==> config.mk <==
export PLATFORM = sky130hd
export DESIGN_NAME = hazard_ctrl
export DESIGN_NICKNAME = d
export VERILOG_FILES = /design/src/rtl/cpu_pkg.sv /design/src/rtl/hazard_scoreboard.sv /design/src/rtl/hazard_ctrl.sv
export SDC_FILE = /design/constraint.sdc
export NUM_CORES = 1
export LEC_CHECK = 0
export CAP_MARGIN = 0
export CORE_AREA = 2 2 54 56
export CTS_BUF_LIST = sky130_fd_sc_hd__clkbuf_4 sky130_fd_sc_hd__clkbuf_8
export CTS_CLUSTER_SIZE = 20
export DETAILED_ROUTE_END_ITERATION = 7
export DIE_AREA = 0 0 56 58
export GPL_TIMING_DRIVEN = 1
export PLACE_DENSITY = 0.71
export SETUP_SLACK_MARGIN = 0.02
export SYNTH_ARGS = -nofsm -noshare
export SYNTH_HDL_FRONTEND = slang
export SYNTH_HIERARCHICAL = 1
export SYNTH_SLANG_ARGS = --single-unit
==> constraint.sdc <==
create_clock -name clk -period 2.2 [get_ports clk]
set_clock_uncertainty 0.05 [all_clocks]
set_input_delay 0.44 -clock clk [delete_from_list [all_inputs] [get_ports clk]]
set_output_delay 0.44 -clock clk [all_outputs]
set_load 0.1 [all_outputs]
==> src/rtl/cpu_pkg.sv <==
// -----------------------------------------------------------------------------
// cpu_pkg
// Shared definitions for the 16-bit CPU pipeline.
//   - REG_AW            : register address width (16 architectural registers)
//   - OP_MSB/RD_LSB/... : bit positions of the instruction fields
//   - NOP_INSTR         : encoding loaded into a pipeline register for a bubble
//   - hz_state_t        : hazard controller FSM states (RUN, STALL, FLUSH)
//   - getRd/getRs1/getRs2 : field extractors for a raw instruction word
// -----------------------------------------------------------------------------
package cpu_pkg;

    localparam int REG_AW  = 4;

    localparam int OP_MSB  = 15;
    localparam int RD_LSB  = 8;
    localparam int RS2_LSB = 4;
    localparam int RS1_LSB = 0;

    // All-zero word: execute decodes it with wre=0 and wme=0.
    localparam logic [15:0] NOP_INSTR = 16'h0000;

    typedef enum logic [1:0] {
        RUN   = 2'b00,
        STALL = 2'b01,
        FLUSH = 2'b10
    } hz_state_t;

    function automatic logic [REG_AW-1:0] getRd(input logic [15:0] instr);
        return instr[RD_LSB +: REG_AW];
    endfunction

    function automatic logic [REG_AW-1:0] getRs1(input logic [15:0] instr);
        return instr[RS1_LSB +: REG_AW];
    endfunction

    function automatic logic [REG_AW-1:0] getRs2(input logic [15:0] instr);
        return instr[RS2_LSB +: REG_AW];
    endfunction

endpackage

==> src/rtl/hazard_scoreboard.sv <==
// -----------------------------------------------------------------------------
// hazard_scoreboard
// Shift-register record of destination registers still in flight between the
// DecodeExecute register and the completed register-file write, plus the
// read-after-write match against the instruction currently in decode.
// Ports:
//   clk, rst          : pipeline clock, synchronous active-high reset
//   issue_i           : an instruction that writes the regfile leaves decode
//   issueRd_i         : its destination register
//   decValid_i        : decode holds a valid instruction
//   rs1_i/rs2_i/rd_i  : register fields of the instruction in decode
//   useRs1_i/useRs2_i/useRd_i : which of those fields are actually read
//   hazard_o          : decode reads a register that is still in flight
// -----------------------------------------------------------------------------
module hazard_scoreboard #(
    parameter int REG_AW   = 4,
    parameter int WB_DEPTH = 3
) (
    input  logic              clk,
    input  logic              rst,
    input  logic              issue_i,
    input  logic [REG_AW-1:0] issueRd_i,
    input  logic              decValid_i,
    input  logic [REG_AW-1:0] rs1_i,
    input  logic [REG_AW-1:0] rs2_i,
    input  logic [REG_AW-1:0] rd_i,
    input  logic              useRs1_i,
    input  logic              useRs2_i,
    input  logic              useRd_i,
    output logic              hazard_o
);

    logic [WB_DEPTH-1:0]             valid_q, valid_d;
    logic [WB_DEPTH-1:0][REG_AW-1:0] rd_q, rd_d;
    logic                            match;

    // Next scoreboard contents: entry 0 takes the newly issued write (or an
    // empty slot), every older entry moves one stage on, the last one drops.
    always_comb begin
        valid_d    = '0;
        rd_d       = '0;
        valid_d[0] = issue_i;
        rd_d[0]    = issue_i ? issueRd_i : '0;
        for (int i = 1; i < WB_DEPTH; i++) begin
            valid_d[i] = valid_q[i-1];
            rd_d[i]    = rd_q[i-1];
        end
    end

    // The oldest entry still counts: the regfile writes on the same edge
    // that retires it, and there is no forwarding path.
    always_comb begin
        match = 1'b0;
        for (int i = 0; i < WB_DEPTH; i++) begin
            match = match | (valid_q[i] &
                    ((useRs1_i & (rd_q[i] == rs1_i)) |
                     (useRs2_i & (rd_q[i] == rs2_i)) |
                     (useRd_i  & (rd_q[i] == rd_i))));
        end
        hazard_o = decValid_i & match;
    end

    // Scoreboard storage; reset empties every entry.
    always_ff @(posedge clk) begin
        if (rst) begin
            valid_q <= '0;
            rd_q    <= '0;
        end else begin
            valid_q <= valid_d;
            rd_q    <= rd_d;
        end
    end

endmodule

==> src/rtl/hazard_ctrl.sv <==
// -----------------------------------------------------------------------------
// hazard_ctrl
// Pipeline hazard controller beside the decode stage. Stalls fetch/decode and
// bubbles execute on a read-after-write hazard; squashes younger instructions
// for FLUSH_CYCLES cycles after a taken branch. Squash beats stall.
// Ports:
//   clk, rst          : pipeline clock, synchronous active-high reset
//   dec_valid         : decode holds a valid instruction
//   dec_rd/rs1/rs2    : register fields of the decoded instruction
//   dec_use_rs1/rs2/rd: which fields are read (rd is the a3/rd3 read path)
//   dec_wre           : decoded instruction writes the register file
//   ex_br_taken       : one-cycle pulse, branch resolved taken in execute
//   stall_fd          : hold PC and FetchDecode register
//   bubble_de         : load NOP into DecodeExecute
//   flush_fd          : load NOP into FetchDecode
//   state_o           : FSM state, 00 RUN / 01 STALL / 10 FLUSH
//   perf_stall_cnt, perf_flush_cnt : saturating event counters, present only
//                       when HAZARD_PERF_CNT_EN is defined
// Build option: HAZARD_PERF_CNT_EN
// -----------------------------------------------------------------------------
module hazard_ctrl #(
    parameter int REG_AW       = cpu_pkg::REG_AW,
    parameter int WB_DEPTH     = 3,
    parameter int FLUSH_CYCLES = 2
) (
    input  logic              clk,
    input  logic              rst,
    input  logic              dec_valid,
    input  logic [REG_AW-1:0] dec_rd,
    input  logic [REG_AW-1:0] dec_rs1,
    input  logic [REG_AW-1:0] dec_rs2,
    input  logic              dec_use_rs1,
    input  logic              dec_use_rs2,
    input  logic              dec_use_rd,
    input  logic              dec_wre,
    input  logic              ex_br_taken,
    output logic              stall_fd,
    output logic              bubble_de,
    output logic              flush_fd,
    output logic [1:0]        state_o
`ifdef HAZARD_PERF_CNT_EN
    ,
    output logic [15:0]       perf_stall_cnt,
    output logic [15:0]       perf_flush_cnt
`endif
);

    import cpu_pkg::*;

    localparam logic [1:0] ST_RUN   = RUN;
    localparam logic [1:0] ST_STALL = STALL;
    localparam logic [1:0] ST_FLUSH = FLUSH;

    // Cycles spent in FLUSH after the branch cycle itself.
    localparam logic [2:0] FLUSH_RELOAD = 3'(FLUSH_CYCLES - 1);

    logic [1:0] state_q, state_d;
    logic [2:0] flushCnt_q, flushCnt_d;
    logic       hazard;
    logic       squash;
    logic       stallInt;
    logic       issue;

    hazard_scoreboard #(
        .REG_AW   (REG_AW),
        .WB_DEPTH (WB_DEPTH)
    ) u_scoreboard (
        .clk        (clk),
        .rst        (rst),
        .issue_i    (issue),
        .issueRd_i  (dec_rd),
        .decValid_i (dec_valid),
        .rs1_i      (dec_rs1),
        .rs2_i      (dec_rs2),
        .rd_i       (dec_rd),
        .useRs1_i   (dec_use_rs1),
        .useRs2_i   (dec_use_rs2),
        .useRd_i    (dec_use_rd),
        .hazard_o   (hazard)
    );

    // Squash has priority: the instruction in decode is thrown away rather
    // than held, so it neither stalls nor enters the scoreboard.
    always_comb begin
        squash   = ex_br_taken | (state_q == ST_FLUSH);
        stallInt = hazard & ~squash;
        issue    = dec_valid & dec_wre & ~stallInt & ~squash;
    end

    // FSM next state. A taken branch always (re)starts the flush window; with
    // FLUSH_CYCLES=1 the branch cycle is the whole window and FLUSH is skipped.
    always_comb begin
        state_d    = state_q;
        flushCnt_d = flushCnt_q;
        if (ex_br_taken) begin
            if (FLUSH_RELOAD != 3'd0) begin
                state_d    = ST_FLUSH;
                flushCnt_d = FLUSH_RELOAD;
            end else begin
                state_d    = ST_RUN;
                flushCnt_d = 3'd0;
            end
        end else begin
            case (state_q)
                ST_RUN: begin
                    if (hazard) state_d = ST_STALL;
                end
                ST_STALL: begin
                    if (!hazard) state_d = ST_RUN;
                end
                ST_FLUSH: begin
                    flushCnt_d = (flushCnt_q == 3'd0) ? 3'd0 : flushCnt_q - 3'd1;
                    if (flushCnt_d == 3'd0) begin
                        state_d = hazard ? ST_STALL : ST_RUN;
                    end
                end
                default: begin
                    state_d    = ST_RUN;
                    flushCnt_d = 3'd0;
                end
            endcase
        end
    end

    // FSM and flush counter registers.
    always_ff @(posedge clk) begin
        if (rst) begin
            state_q    <= ST_RUN;
            flushCnt_q <= 3'd0;
        end else begin
            state_q    <= state_d;
            flushCnt_q <= flushCnt_d;
        end
    end

    // Outputs are combinational and held at zero while reset is asserted.
    always_comb begin
        flush_fd  = squash & ~rst;
        bubble_de = (squash | hazard) & ~rst;
        stall_fd  = stallInt & ~rst;
        state_o   = rst ? ST_RUN : state_q;
    end

`ifdef HAZARD_PERF_CNT_EN
    logic [15:0] perfStallCnt_q;
    logic [15:0] perfFlushCnt_q;

    // Event counters follow the visible outputs and stick at all-ones.
    always_ff @(posedge clk) begin
        if (rst) begin
            perfStallCnt_q <= '0;
            perfFlushCnt_q <= '0;
        end else begin
            if (stall_fd && perfStallCnt_q != 16'hFFFF) perfStallCnt_q <= perfStallCnt_q + 16'd1;
            if (flush_fd && perfFlushCnt_q != 16'hFFFF) perfFlushCnt_q <= perfFlushCnt_q + 16'd1;
        end
    end

    assign perf_stall_cnt = perfStallCnt_q;
    assign perf_flush_cnt = perfFlushCnt_q;
`else
    // No performance counters in this build.
`endif

endmodule
==> results.py, run 1 <==
metrics = {
    "run_status": {
        "outcome": "finished, violations left",
        "violations": "negative setup slack",
    },
    "cells_and_area": {
        "area_delta_synth_final_pct": 49.8,
        "final_nets": 188,
        "multi_input_area_um2": 942,
        "drive_gt1_share_pct": 41.2,
        "fill_cells": 217,
        "final_cell_mix": "xor2_1 (16), nor2b_1 (12), dfxtp_1 (10), xor2_2 (10), buf_4 (9)",
        "diodes": 0,
        "regArea_um2": 425,
        "utilization_pct": 66.5,
        "final_common_cell": "xor2_1",
    },
    "logic_synthesis": {
        "synth_area_mm2": 0.00118,
        "synthAdderAreaFrac_pct": 2.12,
        "synth-compound-area-share_pct": 5.93,
        "synth_seq_cells": 20,
        "muxShareOfSynthArea_pct": 0,
        "synthArstFlopShare_pct": 0,
        "synth_top_family_by_area": "simple AND/OR/NAND/NOR gates",
        "yosysWarnings": 6,
        "seq_area_frac_synth_pct": 33.9,
        "synthCells": 131,
        "synthSimpleGateAreaFrac_pct": 28.6,
        "synthFlopType": "dfxtp_1",
        "synth_edf_count": 0,
        "synth.avg_cell_area_um2": 9.03,
        "synthesis.nets": 153,
        "synth.distinct_cells": 31,
        "synth_xor_area_share_pct": 26.7,
    },
    "die": {
        "fp.dieH_um": 58,
        "start_util_pct": 44.4,
        "rows": 19,
        "fp.coreArea_mm2": 0.00266,
        "die-width_um": 56,
        "fp.dieArea_mm2": 0.00325,
        "ioPinCount": 25,
    },
    "global_routing": {
        "first_global_vias": 1050,
        "grt_start_max_net_pins": 14,
        "grt_pass1_wl_um": 4620,
        "grt_overflow": 0,
        "antenna_found_initial": 0,
        "track_usage_pct": 18.4,
    },
    "sta": {
        "whs_ns": 0.385,
        "fin_ws_ns": -0.479,
        "slew_headroom_pct": 80.9,
        "period_share_pct": 122,
        "fin_crit_ns": 2.68,
        "rsz0062_at_grt": "yes",
        "hold_viol": 0,
        "tightestPinTransition_ns": 0.284,
        "drv_slew": 0,
        "final.setup.tns_ns": -1.20,
        "setup_viol": 7,
        "fmax_mhz": 373,
    },
    "critical_path": {
        "cp-end-kind": "primary output",
        "worstReg2RegStart": "u_scoreboard/rd_d[7]",
        "cp.required_ns": 1.71,
        "critPathBufInv": 1,
        "cp-start-kind": "flop",
        "cp_num_cells": 8,
        "reg2reg_slack_ns": -0.09,
        "r2r_cells": 11,
        "crit_family": "simple AND/OR/NAND/NOR gates",
        "path_cells": "xnor2_2, nand2_2, nor4_4, o311ai_1, nand3_1, or3b_4, nor2_4, buf_12",
        "critPathMaxFanout": 4,
        "worst_path_max_delay_cell": "or3b_4",
        "timing.rr.end": "u_scoreboard/rd_d[7]",
        "crit_arrival_ns": 2.19,
        "slowest_delay_ns": 0.41,
        "worstSetupPathType": "reg -> out",
    },
    "pwr": {
        "cellLeakagePower_nw": 0.722,
        "ir_worst_vdd_v": 0.000448,
        "p_per_area_mw_per_mm2": 437,
        "finalPower_mw": 0.775,
    },
    "route": {
        "drt_wl_total_um": 3110,
        "drt_iter0_drc": 37,
        "ant_nets": 0,
        "dr.pass1.iters": 4,
        "route.vias.total": 1067,
        "drc": 0,
        "vias_per_cell": 5.44,
        "wire_per_inst_um": 15.8,
    },
    "placement": {
        "pre_cts_ws_ns": -0.707,
        "detailed_place_hpwl_um": 2180,
        "io_buffers": 24,
        "gp_congestion": 0.857,
    },
    "run": {
        "maxCapViolCount": 0,
    },
    "clocking": {
        "path_clk_slew_ns": 0.12,
        "insertion_delay_ns": 0.31,
        "ctsHtreeMaxLevel": 1,
        "clockBufferDepth": 2,
        "cts_buffers": 3,
        "tritoncts": "done",
        "cts_root_buffer": "clkbuf_4",
        "clock-sinks": 20,
        "postCtsHoldBufs": 0,
    },
    "worst_hold_path": {
        "min_from": "dec_rd[1]",
        "hold_class": "in -> reg",
        "worstHoldEndpoint": "u_scoreboard/rd_d[5]",
        "min_path_cells": 2,
    },
}
==> state kept, by name (all words and copies together), names as in the netlist <==
signal                cells
u_scoreboard/rd_d         8
u_scoreboard/valid_q      3
flushCnt_q                3
state_q                   2
u_scoreboard/rd_q         4
==> Yosys cell counts (all sizes together), types with 2 or more instances <==
cell type | instances | area share, %
xnor2 | 9 | 6.7
and2 | 4 | 2.1
nand2 | 3 | 0.95
a21oi | 2 | 0.85
inv | 4 | 1.3
nor3 | 2 | 0.85
nand4 | 6 | 3.2
xor2 | 27 | 20
nor2b | 14 | 7.6
nand3 | 2 | 0.85
nor4 | 10 | 6.3
dfxtp | 20 | 34
nand2b | 2 | 1.1
nor2 | 9 | 2.9
ha | 2 | 2.1
clkbuf | 2 | 0.64
==> routing by layer <==
layer,track usage (%),wire (um),vias up
met5,0,0,-
met4,7.82,129,0
met3,5.36,172,12
met2,34.3,1620,42
met1,19.4,1180,502
li1,-,-,511
==> cells by family after synthesis <==
kind of cell               count (synthesis)
and+or+nand+nor                           56
xor gates and xnor gates                  36
AOI/OAI and AO/OA                         10
buffers and inverters                      7
adders and majority gates                  2
DFF                                       20
==> what timing repair did <==
action                     CTS  global route
resized for setup           41            36
buffers inserted             2             2
pin swaps                   18            21
setup endpoints to repair    8             9
==> report_power, final <==
| part | switching [mW] | leakage, nW | internal (mW) |
|---|---|---|---|
| Clock | 0.118 | 0.0210 | 0.101 |
| Sequential | 0.00776 | 0.168 | 0.362 |
| Combinational | 0.105 | 0.532 | 0.0801 |
==> final cells by class <==
type,count,share of cell area (%)
well taps,31,2.19
flip-flops and latches,20,24.0
clock buffers,4,2.05
multi-input cells,104,53.2
inverters,4,0.847
repair buffers,33,17.7
==> how the worst max path moves through the flow <==
stage                                      from  endpoint  slack, ns
after detailed placement              dec_rd[1]  stall_fd      -0.71
after floorplan                      dec_rs1[1]  stall_fd      -0.22
after CTS                 u_scoreboard/rd_d[10]  stall_fd      -0.48
after global routing      u_scoreboard/rd_q[10]  stall_fd      -0.61
final                     u_scoreboard/rd_d[10]  stall_fd      -0.48
after global placement                dec_rd[1]  stall_fd      -0.70
==> per-stage QoR <==
step,instance area [um2],instances
floorplan,1200,131
CTS,1660,196
finish,1770,196
global placement,1570,190
global route,1770,196
detailed placement,1570,190
No activity file was read; power rests on OpenSTA's default activity.
==> run 2: changes to the inputs <==
==> constraint.sdc (replaced) <==
create_clock -name clk -period 3 [get_ports clk]
set_clock_uncertainty 0.05 [all_clocks]
set_input_delay 0.6 -clock clk [delete_from_list [all_inputs] [get_ports clk]]
set_output_delay 0.6 -clock clk [all_outputs]
set_load 0.1 [all_outputs]
==> run 2 against run 1 <==
The flow now finishes without violations; first-iteration DRC count down 49%; combinational power down 36%; register-to-register slack better by 0.76 ns; hold slack better by 0.044 ns; sequential power down 26%; power down 33%; via count down 5.9%; flip-flop and latch count unchanged; setup slack better by 0.48 ns; non-clock buffer count down 4; final cell count down 2.6%; clock power down 42%; largest cell class unchanged.
==> results.py, run 2 (synthesized netlist as in run 1, its figures left out) <==
metrics = {
    "die": {
        "rows": 19,
        "fp.dieArea_mm2": 0.00325,
        "die-width_um": 56,
        "fp.dieH_um": 58,
        "start_util_pct": 44.4,
        "ioPinCount": 25,
        "fp.coreArea_mm2": 0.00266,
    },
    "worst_hold_path": {
        "min_from": "u_scoreboard/valid_q[1]",
        "hold_class": "reg -> reg",
        "worstHoldEndpoint": "u_scoreboard/valid_q[2]",
        "min_path_cells": 1,
    },
    "route": {
        "ant_nets": 0,
        "vias_per_cell": 5.26,
        "dr.pass1.iters": 5,
        "drt_iter0_drc": 19,
        "drt_wl_total_um": 2770,
        "drc": 0,
        "wire_per_inst_um": 14.5,
        "route.vias.total": 1004,
    },
    "global_routing": {
        "antenna_found_initial": 0,
        "track_usage_pct": 18.0,
        "grt_start_max_net_pins": 20,
        "grt_overflow": 0,
        "first_global_vias": 1001,
        "grt_pass1_wl_um": 4500,
    },
    "cells_and_area": {
        "final_common_cell": "xor2_1",
        "final_cell_mix": "xor2_1 (25), dfxtp_1 (20), nor2b_1 (13)",
        "utilization_pct": 59.3,
        "area_delta_synth_final_pct": 33.5,
        "drive_gt1_share_pct": 23.8,
        "largest_register_ff_count": 8,
        "diodes": 0,
        "final_nets": 184,
        "design_area_mm2": 0.00158,
    },
    "clocking": {
        "cts_root_buffer": "clkbuf_4",
        "insertion_delay_ns": 0.30,
        "path_clk_slew_ns": 0.11,
        "ctsHtreeMaxLevel": 1,
        "clockBufferDepth": 2,
        "tritoncts": "done",
        "cts_buffers": 3,
        "clock-sinks": 20,
    },
    "placement": {
        "post_dp_cell_area_mm2": 0.00152,
        "gp_congestion": 0.886,
        "detailed_place_hpwl_um": 2050,
        "io_buffers": 24,
    },
    "run": {
        "maxCapViolCount": 0,
    },
    "pwr": {
        "p_per_area_mw_per_mm2": 329,
        "switching_power_mw": 0.154,
        "power_frac_clock_pct": 24.2,
        "ir_worst_vdd_v": 0.000269,
        "p_int_mw": 0.365,
        "seqPwrFrac_pct": 52.9,
        "cellLeakagePower_nw": 0.664,
        "switching_share_pct": 29.6,
        "p_comb_share_pct": 22.9,
    },
    "sta": {
        "drv_slew": 0,
        "period_share_pct": 99.9,
        "fin_crit_ns": 3.00,
        "tightestPinTransition_ns": 0.723,
        "setup_viol": 0,
        "hold_viol": 0,
        "slew_headroom_pct": 51.7,
        "fmax_mhz": 334,
    },
    "critical_path": {
        "cpMostUsedCell": "nor4_1",
        "path_cells": "clkdlybuf4s15_1, xor2_1, nor4_1, nor4_1, nand3_1, or3b_4, nor2_4, buf_12",
        "cp_num_cells": 8,
        "cp-end-kind": "primary output",
        "cp-start-kind": "input port",
        "r2r_cells": 11,
        "slowest_delay_ns": 0.42,
        "cp.required_ns": 2.35,
        "critPathMaxFanout": 4,
        "worst_path_max_delay_cell": "or3b_4",
        "crit_arrival_ns": 2.35,
        "worstReg2RegStart": "u_scoreboard/rd_d[9]",
        "reg2reg_slack_ns": 0.67,
        "worstSetupPathType": "in -> out",
        "critPathBufInv": 2,
        "crit_family": "simple AND/OR/NAND/NOR gates",
        "timing.rr.end": "u_scoreboard/rd_d[4]",
    },
    "run_status": {
        "outcome": "completed",
    },
}
run 2: changes by cell type in the layout (fill, tap and decap cells not counted), sizes merged:
cell / previous run / this run
clkbuf: 12 / 11
clkdlybuf4s15: 4 / 2
dlymetal6s2s: 0 / 1
buf: 14 / 11
run 2: worst max path at each step:
stage	start	end	slack, ns
4_1_cts	dec_use_rs2	stall_fd	0.007
6_report	dec_rd[1]	stall_fd	0.003
2_1_floorplan	dec_rs1[1]	stall_fd	-0.04
3_3_place_gp	dec_rd[1]	stall_fd	-0.23
5_1_grt	dec_rs2[1]	bubble_de	-0.06
3_5_place_dp	dec_rd[1]	stall_fd	-0.27
run 2: cell type report:
type	count	area, um2
clock buffer	3	22.5
tap	31	38.8
timing repair buffer	29	280
fill	243	1080
sequential	20	400
inverter	4	15.0
multi-input combinational	104	822
run 2: power by group through the flow:
stage	Combinational (mW)	Clock, mW	Sequential [mW]
after floorplan	0.0618	0	0.279
after global placement	0.118	0	0.280
after detailed placement	0.120	0	0.281
after CTS	0.116	0.127	0.274
after global routing	0.127	0.141	0.275
final	0.119	0.126	0.275
run 2: stage by stage:
stage / instances / setup TNS (ns) / hold slack, ns / power (mW) / worst slack, ns
4_1_cts: 190 / 0 / 0.431 / 0.517 / 0.00651
3_5_place_dp: 186 / -0.380 / 0.420 / 0.401 / -0.266
2_1_floorplan: 131 / -0.0390 / 0.388 / 0.341 / -0.0390
5_1_grt: 191 / -0.0912 / 0.440 / 0.543 / -0.0564
6_report: 191 / 0 / 0.429 / 0.519 / 0.00302
3_3_place_gp: 186 / -0.315 / 0.410 / 0.399 / -0.228
run 2: per-layer routing:
metal	vias up	global-route usage, %	wire length (um)
met4	0	6.12	19
li1	506	-	-
met1	469	20.4	1170
met2	27	33.4	1440
met5	-	0	0
met3	2	3.79	145
run 2: timing repair:
action | CTS | global route
hold buffers | 0 | 0
endpoints found under the setup margin | 2 | 2
gates resized for setup | 22 | 26
pin swaps | 7 | 15
buffers inserted | 1 | 1
run 2: worst register-to-register path: cells and delay by family (launching register included):
kind,cells,cell delay (ns)
simple gates,6,0.78
buf+inv,3,0.44
compound gates,1,0.31
flops,1,0.47
xor+xnor,1,0.23
